==> config.mk <==
export PLATFORM = sky130hd
export DESIGN_NAME = fetch_controller_flat
export DESIGN_NICKNAME = d
export VERILOG_FILES = /design/src/rtl/fetch_controller_if.sv /design/src/rtl/fetch_controller.sv /design/src/flat_wrapper.sv
export SDC_FILE = /design/constraint.sdc
export NUM_CORES = 1
export LEC_CHECK = 0
export CAP_MARGIN = 40
export CELL_PAD_IN_SITES_DETAIL_PLACEMENT = 1
export CELL_PAD_IN_SITES_GLOBAL_PLACEMENT = 1
export CORE_MARGIN = 10
export CORE_UTILIZATION = 31
export DETAILED_ROUTE_END_ITERATION = 6
export GPL_ROUTABILITY_DRIVEN = 1
export GPL_TIMING_DRIVEN = 1
export PLACE_DENSITY_LB_ADDON = 0.1
export SLEW_MARGIN = 20
export SYNTH_ARGS = -nofsm -noshare
export SYNTH_HDL_FRONTEND = slang
export SYNTH_SLANG_ARGS = --single-unit
export TNS_END_PERCENT = 10
==> constraint.sdc <==
create_clock -name clock -period 3.1 [get_ports clock]
set_clock_uncertainty 0.15 [all_clocks]
set_input_delay 0.465 -clock clock [delete_from_list [all_inputs] [get_ports clock]]
set_output_delay 0.465 -clock clock [all_outputs]
set_load 0.03 [all_outputs]
==> src/rtl/fetch_controller_if.sv <==
// rtl/fetch_controller_if.sv - fetch sequencer handshake and bus-strobe bundle
// slave is the sequencer side; master is the datapath/memory/execute side.
interface fetch_controller_if #(
  parameter int COUNT_W = 16
);
  logic               run;
  logic [31:0]        ir_value;
  logic               mem_ready;
  logic               exec_done;
  logic               PCout;
  logic               MARin;
  logic               IncPC;
  logic               Zin;
  logic               Zlowout;
  logic               PCin;
  logic               Read;
  logic               MDRin;
  logic               MDRout;
  logic               IRin;
  logic               exec_start;
  logic [4:0]         opcode;
  logic [COUNT_W-1:0] instr_count;
  logic               halted;
  logic               mem_fault;
  logic [2:0]         state;

  modport slave (
    input  run, ir_value, mem_ready, exec_done,
    output PCout, MARin, IncPC, Zin, Zlowout, PCin, Read, MDRin, MDRout, IRin,
    output exec_start, opcode, instr_count, halted, mem_fault, state
  );

  modport master (
    output run, ir_value, mem_ready, exec_done,
    input  PCout, MARin, IncPC, Zin, Zlowout, PCin, Read, MDRin, MDRout, IRin,
    input  exec_start, opcode, instr_count, halted, mem_fault, state
  );
endinterface

==> src/rtl/fetch_controller.sv <==
// rtl/fetch_controller.sv - single-bus fetch/decode sequencer with memory timeout
// Strobes and exec_start are decoded combinationally from the registered state.
module fetch_controller #(
  parameter int          OPCODE_HI    = 31,
  parameter int          OPCODE_LO    = 27,
  parameter logic [4:0]  HALT_OPCODE  = 5'b11011,
  parameter int          MEM_WAIT_MAX = 8,
  parameter int          COUNT_W      = 16
) (
  input  logic              clock,
  input  logic              reset,
  fetch_controller_if.slave bus
);
  localparam int WAIT_W = (MEM_WAIT_MAX > 1) ? $clog2(MEM_WAIT_MAX) : 1;
  localparam int OP_W   = OPCODE_HI - OPCODE_LO + 1;

  typedef enum logic [2:0] {
    S_IDLE    = 3'd0,
    S_T0      = 3'd1,
    S_T1      = 3'd2,
    S_MEMWAIT = 3'd3,
    S_T3      = 3'd4,
    S_DECODE  = 3'd5,
    S_EXEC    = 3'd6,
    S_HALT    = 3'd7
  } state_t;

  state_t             state_q, state_d;
  logic [WAIT_W-1:0]  wait_cnt_q, wait_cnt_d;
  logic [OP_W-1:0]    opcode_q, opcode_d;
  logic [COUNT_W-1:0] count_q, count_d;
  logic               halted_q, halted_d;
  logic               fault_q, fault_d;

  logic [OP_W-1:0] op_field;
  logic pc_out, mar_in, inc_pc, z_in, zlow_out, pc_in, rd, mdr_in, mdr_out, ir_in;
  logic exec_start;

  assign op_field = bus.ir_value[OPCODE_HI:OPCODE_LO];

  always_ff @(posedge clock or posedge reset) begin
    if (reset) begin
      state_q    <= S_IDLE;
      wait_cnt_q <= '0;
      opcode_q   <= '0;
      count_q    <= '0;
      halted_q   <= 1'b0;
      fault_q    <= 1'b0;
    end else begin
      state_q    <= state_d;
      wait_cnt_q <= wait_cnt_d;
      opcode_q   <= opcode_d;
      count_q    <= count_d;
      halted_q   <= halted_d;
      fault_q    <= fault_d;
    end
  end

  always_comb begin
    state_d    = state_q;
    wait_cnt_d = wait_cnt_q;
    opcode_d   = opcode_q;
    count_d    = count_q;
    halted_d   = halted_q;
    fault_d    = fault_q;
    pc_out     = 1'b0;
    mar_in     = 1'b0;
    inc_pc     = 1'b0;
    z_in       = 1'b0;
    zlow_out   = 1'b0;
    pc_in      = 1'b0;
    rd         = 1'b0;
    mdr_in     = 1'b0;
    mdr_out    = 1'b0;
    ir_in      = 1'b0;
    exec_start = 1'b0;

    case (state_q)
      S_IDLE: begin
        if (bus.run) state_d = S_T0;
      end
      S_T0: begin
        pc_out  = 1'b1;
        mar_in  = 1'b1;
        inc_pc  = 1'b1;
        z_in    = 1'b1;
        state_d = S_T1;
      end
      S_T1: begin
        zlow_out   = 1'b1;
        pc_in      = 1'b1;
        wait_cnt_d = '0;
        state_d    = S_MEMWAIT;
      end
      S_MEMWAIT: begin
        rd     = 1'b1;
        mdr_in = 1'b1;
        // Data arriving on the last allowed cycle still counts as a hit.
        if (bus.mem_ready) begin
          state_d = S_T3;
        end else if (wait_cnt_q == WAIT_W'(MEM_WAIT_MAX - 1)) begin
          state_d  = S_HALT;
          fault_d  = 1'b1;
          halted_d = 1'b1;
        end else begin
          wait_cnt_d = wait_cnt_q + 1'b1;
        end
      end
      S_T3: begin
        mdr_out = 1'b1;
        ir_in   = 1'b1;
        state_d = S_DECODE;
      end
      S_DECODE: begin
        opcode_d = op_field;
        if (op_field == HALT_OPCODE) begin
          state_d  = S_HALT;
          halted_d = 1'b1;
        end else begin
          exec_start = 1'b1;
          count_d    = count_q + 1'b1;
          state_d    = S_EXEC;
        end
      end
      S_EXEC: begin
        if (bus.exec_done) state_d = bus.run ? S_T0 : S_IDLE;
      end
      S_HALT: begin
        halted_d = 1'b1;
      end
      default: state_d = S_IDLE;
    endcase
  end

  assign bus.PCout       = pc_out;
  assign bus.MARin       = mar_in;
  assign bus.IncPC       = inc_pc;
  assign bus.Zin         = z_in;
  assign bus.Zlowout     = zlow_out;
  assign bus.PCin        = pc_in;
  assign bus.Read        = rd;
  assign bus.MDRin       = mdr_in;
  assign bus.MDRout      = mdr_out;
  assign bus.IRin        = ir_in;
  assign bus.exec_start  = exec_start;
  assign bus.opcode      = opcode_q;
  assign bus.instr_count = count_q;
  assign bus.halted      = halted_q;
  assign bus.mem_fault   = fault_q;
  assign bus.state       = state_q;
endmodule

==> src/flat_wrapper.sv <==
// flat-port wrapper written by rule: the top's interface ports become plain ports
module fetch_controller_flat 
#(
  parameter int          OPCODE_HI    = 31,
  parameter int          OPCODE_LO    = 27,
  parameter logic [4:0]  HALT_OPCODE  = 5'b11011,
  parameter int          MEM_WAIT_MAX = 8,
  parameter int          COUNT_W      = 16
)
  (clock, reset, bus_run, bus_ir_value, bus_mem_ready, bus_exec_done, bus_PCout, bus_MARin, bus_IncPC, bus_Zin, bus_Zlowout, bus_PCin, bus_Read, bus_MDRin, bus_MDRout, bus_IRin, bus_exec_start, bus_opcode, bus_instr_count, bus_halted, bus_mem_fault, bus_state);
  fetch_controller_if #(.COUNT_W(COUNT_W)) bus_i ();
  input  logic clock;
  input  logic reset;
  input wire logic [$bits(bus_i.run)-1:0] bus_run;
  input wire logic [$bits(bus_i.ir_value)-1:0] bus_ir_value;
  input wire logic [$bits(bus_i.mem_ready)-1:0] bus_mem_ready;
  input wire logic [$bits(bus_i.exec_done)-1:0] bus_exec_done;
  output wire logic [$bits(bus_i.PCout)-1:0] bus_PCout;
  output wire logic [$bits(bus_i.MARin)-1:0] bus_MARin;
  output wire logic [$bits(bus_i.IncPC)-1:0] bus_IncPC;
  output wire logic [$bits(bus_i.Zin)-1:0] bus_Zin;
  output wire logic [$bits(bus_i.Zlowout)-1:0] bus_Zlowout;
  output wire logic [$bits(bus_i.PCin)-1:0] bus_PCin;
  output wire logic [$bits(bus_i.Read)-1:0] bus_Read;
  output wire logic [$bits(bus_i.MDRin)-1:0] bus_MDRin;
  output wire logic [$bits(bus_i.MDRout)-1:0] bus_MDRout;
  output wire logic [$bits(bus_i.IRin)-1:0] bus_IRin;
  output wire logic [$bits(bus_i.exec_start)-1:0] bus_exec_start;
  output wire logic [$bits(bus_i.opcode)-1:0] bus_opcode;
  output wire logic [$bits(bus_i.instr_count)-1:0] bus_instr_count;
  output wire logic [$bits(bus_i.halted)-1:0] bus_halted;
  output wire logic [$bits(bus_i.mem_fault)-1:0] bus_mem_fault;
  output wire logic [$bits(bus_i.state)-1:0] bus_state;
  assign bus_i.run = bus_run;
  assign bus_i.ir_value = bus_ir_value;
  assign bus_i.mem_ready = bus_mem_ready;
  assign bus_i.exec_done = bus_exec_done;
  assign bus_PCout = bus_i.PCout;
  assign bus_MARin = bus_i.MARin;
  assign bus_IncPC = bus_i.IncPC;
  assign bus_Zin = bus_i.Zin;
  assign bus_Zlowout = bus_i.Zlowout;
  assign bus_PCin = bus_i.PCin;
  assign bus_Read = bus_i.Read;
  assign bus_MDRin = bus_i.MDRin;
  assign bus_MDRout = bus_i.MDRout;
  assign bus_IRin = bus_i.IRin;
  assign bus_exec_start = bus_i.exec_start;
  assign bus_opcode = bus_i.opcode;
  assign bus_instr_count = bus_i.instr_count;
  assign bus_halted = bus_i.halted;
  assign bus_mem_fault = bus_i.mem_fault;
  assign bus_state = bus_i.state;
  fetch_controller #(.OPCODE_HI(OPCODE_HI), .OPCODE_LO(OPCODE_LO), .HALT_OPCODE(HALT_OPCODE), .MEM_WAIT_MAX(MEM_WAIT_MAX), .COUNT_W(COUNT_W)) u_core (.clock(clock), .reset(reset), .bus(bus_i));
endmodule
Yosys cells after proc, flatten, opt, wreduce, memory -nomap -nowiden

Cells that the tools add are included.
W data, S select, Z words.

Add/sub/neg operators: 2
Equality and inequality tests: 16
Bitwise logic cells: 2
Reductions and logical operators: 9
Mux-type cells: 20

Operators with widths:

| kind                    | number |
|---|---|
| $pmux W3 S7             | 1 |
| $mux W3                 | 6 |
| $add A16 B1 Y16 const B | 1 |
| $eq A3 B3 Y1 const B    | 5 |
| $mux W1                 | 11 |
| $ne A2 B2 Y1 const B    | 4 |
| $reduce_and A4 Y1       | 2 |
| $reduce_bool A7 Y1      | 1 |
| $eq A3 B2 Y1 const B    | 2 |
| $pmux W3 S2             | 1 |
| $reduce_and A3 Y1       | 2 |
| $eq A5 B5 Y1 const B    | 1 |
| $ne A2 B1 Y1 const B    | 2 |
| $add A3 B1 Y3 const B   | 1 |
| $eq A3 B1 Y1 const B    | 1 |
| $logic_not A3 Y1        | 1 |
| $ne A3 B2 Y1 const B    | 1 |
| $pmux W1 S3             | 1 |
| $reduce_bool A3 Y1      | 1 |
| $not A1 Y1              | 2 |
| $reduce_and A2 Y1       | 1 |
| $reduce_bool A2 Y1      | 1 |

Output and inout port bits: 37
Flip-flop bits (word level): 29
Input bits: 37

Depth between registers and ports, before layout

Gate-level depths: netlist of run 1.

Word-level depth: 4
Mapped depth: 6

Worst setup path after synthesis of run 1

Ideal clock, no wire load.

Kind: reg2out
Start: reg u_core.state_q[0], in the netlist u_core.bus.state[0]
End: out bus_MARin
Cell stages (with the launch flop): 5
Path slack: 0.411 ns
Buffers on the path: 2
Data required time: 2.485 ns
Arrival: 2.074 ns
Path through: dfrtp_1 -> buf_2 -> inv_1 -> nor3_1 -> buf_4

Longest elaborated chain between the ends: 2

RTL lines:

| item                   | RTL line               | RTL |
|---|---|---|
| from (decl)            | fetch_controller.sv:28 | `state_t state_q, state_d;` |
| from (signal assigned) | fetch_controller.sv:50 | `state_q <= state_d;` |
| $eq A3 B1 Y1           | --                     |  |
| $mux W1                | --                     |  |
| to (decl)              | flat_wrapper.sv:19     | `output wire logic [$bits(bus_i.MARin)-1:0] bus_MARin;` |

Every way passes these cells.

Worst setup path in the final report of run 1

Start: reg u_core.state_q[2], in the netlist u_core.bus.state[2]
End: out bus_MDRin

Longest elaborated chain between the ends: 2

RTL lines:

| item         | RTL line               | RTL |
|---|---|---|
| $eq A3 B2 Y1 | fetch_controller.sv:78 | `case (state_q)` |
| $mux W1      | fetch_controller.sv:78 |  |
| to (decl)    | flat_wrapper.sv:25     | `output wire logic [$bits(bus_i.MDRin)-1:0] bus_MDRin;` |

Every way passes these cells.

==> results of run 1 <==
[cells by family after synthesis]
logic type	after synthesis	share of synthesized area, %
AND/OR/NAND/NOR	45	17.2
flip-flops	29	50.1
AO/OA/AOI/OAI	21	10.5
XOR/XNOR	15	9.07
buffers and inverters	13	5.18
multiplexers	7	5.35
adder cells (fa/ha/maj)	3	2.59
[per-layer routing]
metal,up-vias,share of wire [%],GRT usage [%]
met1,555,42,10.9
li1,547,-,-
met2,34,44,15.2
met5,-,0,0
met4,0,0.90,4.41
met3,5,13,5.33
[sequential cells by signal, summed over array words and instances, names as in the netlist]
register,count
u_core.bus.halted,1
u_core.bus.instr_count,16
u_core.wait_cnt_q,3
u_core.bus.state,3
u_core.bus.mem_fault,1
u_core.bus.opcode,5
[worst max-delay path: cells and delay by family, from the launching register on]
kind / cells / cell delay (ns)
buf+inv: 1 / 0.73
flops: 1 / 0.55
simple gates: 2 / 0.60
[report_power, final]
group          internal (mW)  leakage [nW]  total, mW  switching (mW)
sequential             0.448         0.349      0.505          0.0574
combinational          0.185         0.449      0.402           0.216
clock                  0.262        0.0585      0.401           0.140
total                  0.895         0.856       1.31           0.413
[cells in the final DEF (no fill, tap or decap), types with 4 or more instances in the layout]
cell	instances
xnor2_1	12
clkdlybuf4s50_1	46
mux2_2	6
inv_1	4
a21oi_1	9
nor2_1	6
dfrtp_1	28
nand3_1	7
clkbuf_8	6
nand2_1	14
[stage by stage]
| step | instances | hold slack [ns] |
|---|---|---|
| 6_report | 232 | 0.308 |
| 5_1_grt | 232 | 0.331 |
| 4_1_cts | 232 | 0.314 |
| 3_5_place_dp | 224 | 0.297 |
| 3_3_place_gp | 224 | 0.290 |
| 2_1_floorplan | 133 | 0.307 |
[layout make-up]
class                   count  area, µm²
repair buffers             48        475
clock inverters             1       30.0
flip-flops and latches     29        727
multi-input cells          91        648
inverters                   4       15.0
clock buffers               7       86.3
well taps                  52       65.1
fillers                   488       2400
[final timing paths]
check | start | end | slack (ns) | cells after the start
max reg2reg | u_core.bus.state[2] | u_core.bus.instr_count[5] | 1.22 | 4
min in group asynchronous | reset | u_core.bus.instr_count[15] | 0.42 | 3
min reg2reg | u_core.bus.mem_fault | u_core.bus.mem_fault | 0.31 | 1
max in group asynchronous | reset | u_core.bus.state[0] | 2.08 | 3
max | u_core.bus.state[2] | bus_MDRin | 0.33 | 3
min | u_core.bus.mem_fault | u_core.bus.mem_fault | 0.31 | 1
[repair_timing]
| item | 4_1_cts | 5_1_grt |
|---|---|---|
| gates resized for setup | 0 | 1 |
| endpoints found under the setup margin | 0 | 3 |
| buffers inserted | 0 | 0 |
==> impl_metrics.csv, run 1 <==
group,metric,value,unit
outcome,outcome,"complete, no violations",
floorplanning,dieArea,7810,µm²
cts,cts.clk_slew.worst_paths,0.06,ns
power,fin_total_pwr,1.31,mW
floorplanning,initial_utilization,32.6,%
setup_path,crit_chain,"nand2b_1 -> nor2_1 -> clkdlybuf4s50_1",
routing,drt_iter0_drc,30,
power,p_per_area,639,nW/µm²
place,gp_congestion,0.795,
routing,wirelength,3.76,mm
power,ir_drop,0.215,mV
sta,post-route-min-period,2.77,ns
power,p_leak,0.856,nW
global_route,antenna_found_initial,0,
cts,cts_num_sinks,29,
sta,rsz0062_at_grt,"false",
setup_path,crit_fanout,15,
setup_path,cp.required,2.48,ns
place,dp_slack,0.373,ns
cts,cts_tree,"done",
synthesis,synth_cells,133,
synthesis,synthFlopType,"dfrtp_1",
sta,final_max_slew_viol_count,0,
flow_run,drv_cap,0,
synthesis,synthTopCellsByCount,"dfrtp_1, nand2_1, xnor2_1",
cts,hold_buffers,0,
cts,cts_buffer_depth,2,
routing,detail-route-antenna-nets,0,
synthesis,synthArstFlopShare,100,%
cts,clkLatencyLatePin,0.28,ns
synthesis,yosysTopAreaCell,"dfrtp_1",
synthesis,yosysSeqAreaShare,50.1,%
synthesis,yosys.cell_count.top_type,"dfrtp_1",
floorplanning,die_width,88.4,µm
cts,htreeDepth,2,
global_route,grt_pass1_wl,6.07,mm
sta,fmax,0.361,GHz
cts,root_buffer,"clkbuf_8",
setup_path,critical_path_class,"flip-flop to primary output",
synthesis,synth_edf_count,0,
sta,setup_viol,0,
min_path,hp-class,"flip-flop to flip-flop",
sta,relSlewSlack,68.4,%
routing,firstDrtPassIters,4,
setup_path,cp-end-kind,"primary output",
final_layout,final_area,2050,µm²
sta,setup_ws,0.327,ns
routing,wire_per_inst,16.2,µm
routing,drc,0,
floorplanning,die_h,88.4,µm
cts,numCtsBuffers,5,
place,port_buffers,46,
setup_path,slowest_stage,"clkdlybuf4s50_1",
synthesis,synth_top_cell_area_share,50.1,%
synthesis,syn_area,1450,µm²
synthesis,avgSynthCellArea,10.9,µm²
place,dpl_cell_area,1930,µm²
floorplanning,num_rows,24,
sta,hold_viol,0,
setup_path,start_kind,"flip-flop",
synthesis,ys_types,32,
final_layout,diodes,0,
routing,via_count,1141,
setup_path,crit_path_max_incr_delay,0.73,ns
final_layout,nets,219,
synthesis,synth_area_leaders,"dfrtp_1, xnor2_1, mux2_2, nand2_1, a21oi_1",
routing,via_per_inst,4.92,
synthesis,yosysWarnings,0,
sta,tns,0,ns
floorplanning,core-area,4440,µm²
sta,fin_crit_sh,89.5,%
global_route,grt_usage,9.83,%
global_route,grt_max_degree,30,
global_route,grt.overflow.total,0,
floorplanning,io_pins,74,
global_route,grt_pass1_vias,1231,
setup_path,worstPathArrival,2.16,ns
sta,worstMarginPinSlew,0.473,ns
synthesis,synth-seq-cells,29,
final_layout,final_util,46.1,%
place,dp_hpwl,2.78,mm
final_layout,areaGrowthSynthToFinish,41.3,%
final_layout,drive_above_1_share,12.8,%
synthesis,syn-num-nets,173,
(Power assumes the default switching activity.)
==> run 2, diff against run 1 <==
--- a/config.mk
+++ b/config.mk
@@ -14,6 +14,8 @@
 export GPL_ROUTABILITY_DRIVEN = 1
 export GPL_TIMING_DRIVEN = 1
 export PLACE_DENSITY_LB_ADDON = 0.1
+export SKIP_CTS_REPAIR_TIMING = 1
+export SKIP_LAST_GASP = 1
 export SLEW_MARGIN = 20
 export SYNTH_ARGS = -nofsm -noshare
 export SYNTH_HDL_FRONTEND = slang
==> results of run 2 <==
No change in the layout: final DEF, timing and power equal those of run 1.
==> run 3, diff against run 2 <==
--- a/config.mk
+++ b/config.mk
@@ -8,13 +8,12 @@
 export CAP_MARGIN = 40
 export CELL_PAD_IN_SITES_DETAIL_PLACEMENT = 1
 export CELL_PAD_IN_SITES_GLOBAL_PLACEMENT = 1
-export CORE_MARGIN = 10
+export CORE_MARGIN = 2
 export CORE_UTILIZATION = 31
 export DETAILED_ROUTE_END_ITERATION = 6
 export GPL_ROUTABILITY_DRIVEN = 1
 export GPL_TIMING_DRIVEN = 1
 export PLACE_DENSITY_LB_ADDON = 0.1
-export SKIP_CTS_REPAIR_TIMING = 1
 export SKIP_LAST_GASP = 1
 export SLEW_MARGIN = 20
 export SYNTH_ARGS = -nofsm -noshare
==> run 3 against run 2 <==
Worst hold slack improved by 0.016 ns. Non-clock buffer count increased by 1. Critical path depth is the same. Critical path type unchanged. Largest cell class unchanged.
==> impl_metrics.csv, run 3 (same netlist as run 1, synthesis figures left out) <==
group,metric,value,unit
flow_run,drv_cap,0,
power,intPower,0.833,mW
place,dp_cells,225,
sta,final_max_slew_viol_count,0,
global_route,grt_pass1_vias,1260,
cts,cts_buffer_depth,2,
sta,rsz0062_at_grt,"false",
setup_path,cp-end-kind,"primary output",
sta,setup_ws,0.350,ns
power,p_leak,0.857,nW
place,port_buffers,46,
power,p_per_area,612,nW/µm²
floorplanning,io_pins,74,
cts,cts_num_sinks,29,
power,sw_frac_of_total,33.2,%
sta,fin_hold_ws,0.325,ns
final_layout,nFillCells,484,
setup_path,critical_path_class,"flip-flop to primary output",
routing,wire_per_inst,15.1,µm
final_layout,final_area,2040,µm²
setup_path,crit_fanout,15,
final_layout,diodes,0,
floorplanning,initial_utilization,32.8,%
routing,drt_iter0_drc,40,
final_layout,nets,220,
final_layout,final_common_cell,"clkdlybuf4s50_1",
floorplanning,die_width,72.4,µm
cts,htreeDepth,2,
cts,hold_buffers,0,
min_path,hp-class,"flip-flop to flip-flop",
cts,cts_tree,"done",
floorplanning,num_rows,24,
routing,wirelength,3.53,mm
final_layout,final_cells,233,
cts,clkLatencyLatePin,0.28,ns
floorplanning,die_h,72.4,µm
routing,via_per_inst,4.88,
routing,firstDrtPassIters,3,
final_layout,largest_register_ffs,16,
sta,post-route-min-period,2.75,ns
global_route,grt_pass1_wl,6.18,mm
setup_path,start_kind,"flip-flop",
power,fin_total_pwr,1.25,mW
global_route,grt_usage,15.3,%
cts,postCtsSetupBuffers,0,
place,dp_slack,0.414,ns
setup_path,cp.required,2.48,ns
place,gp_congestion,0.817,
power,p_seq_share,40.8,%
cts,cts.clk_slew.worst_paths,0.06,ns
global_route,grt.overflow.total,0,
sta,relSlewSlack,68.7,%
power,power_switching,0.414,mW
outcome,outcome,"complete, no violations",
setup_path,worstPathArrival,2.14,ns
power,ir_drop,0.397,mV
sta,worstMarginPinSlew,0.469,ns
routing,detail-route-antenna-nets,0,
place,dpl_cell_area,1940,µm²
sta,tns,0,ns
floorplanning,dieArea,5240,µm²
cts,numCtsBuffers,5,
global_route,grt_max_degree,30,
cts,root_buffer,"clkbuf_8",
final_layout,final_util,46.2,%
global_route,antenna_found_initial,0,
floorplanning,core-area,4410,µm²
routing,drc,0,
power,p_comb_share,32.0,%
routing,via_count,1137,
final_layout,mostFrequentLayoutCells,"clkdlybuf4s50_1, dfrtp_1, nand2_1",
cts,cts-resized-gates,0,
place,dp_hpwl,2.64,mm
sta,fin_crit_sh,88.7,%
final_layout,areaGrowthSynthToFinish,40.7,%
sta,hold_viol,0,
final_layout,drive_above_1_share,13.3,%
sta,setup_viol,0,
sta,fmax,0.364,GHz
power,power_frac_clock,27.2,%
[run 3: area by class of cell]
class / count / area (µm²) / share of cell area (%)
multi-input combinational: 91 / 648 / 31.8
inverter: 4 / 15.0 / 0.737
sequential: 29 / 726 / 35.6
clock buffer: 7 / 96.3 / 4.73
timing repair buffer: 49 / 483 / 23.7
tap: 52 / 65.1 / 3.19
clock inverter: 1 / 5.00 / 0.246
[run 3: metal layers]
metal | up-vias | global-route usage [%] | share of wire, %
met2 | 25 | 24.8 | 51
met3 | 7 | 5.00 | 4.8
li1 | 546 | - | -
met1 | 559 | 19.4 | 42
met5 | - | 0 | 0
met4 | 0 | 5.03 | 1.5
[run 3: worst max-delay path, stage by stage, from the launching register on]
cell and delay (ns):
dfrtp_1 0.55, nand2b_1 0.33, nor2_1 0.26, clkdlybuf4s50_1 0.72
[run 3: power by group through the flow]
stage	registers, mW	clock network [mW]	logic, mW
3_3_place_gp	0.508	0	0.397
4_1_cts	0.509	0.350	0.405
2_1_floorplan	0.631	0	0.106
5_1_grt	0.523	0.372	0.427
3_5_place_dp	0.516	0	0.405
6_report	0.509	0.340	0.399
[run 3: worst paths after layout]
kind	endpoint	slack (ns)	start	cells after the start
max in group asynchronous	u_core.bus.instr_count[12]	2.11	reset	3
max	bus_MDRin	0.35	u_core.bus.state[2]	3
min in group asynchronous	u_core.bus.opcode[2]	0.42	reset	3
max reg2reg	u_core.bus.instr_count[5]	1.23	u_core.bus.state[2]	4
min	u_core.bus.instr_count[15]	0.32	u_core.bus.instr_count[15]	1
min reg2reg	u_core.bus.instr_count[15]	0.32	u_core.bus.instr_count[15]	1
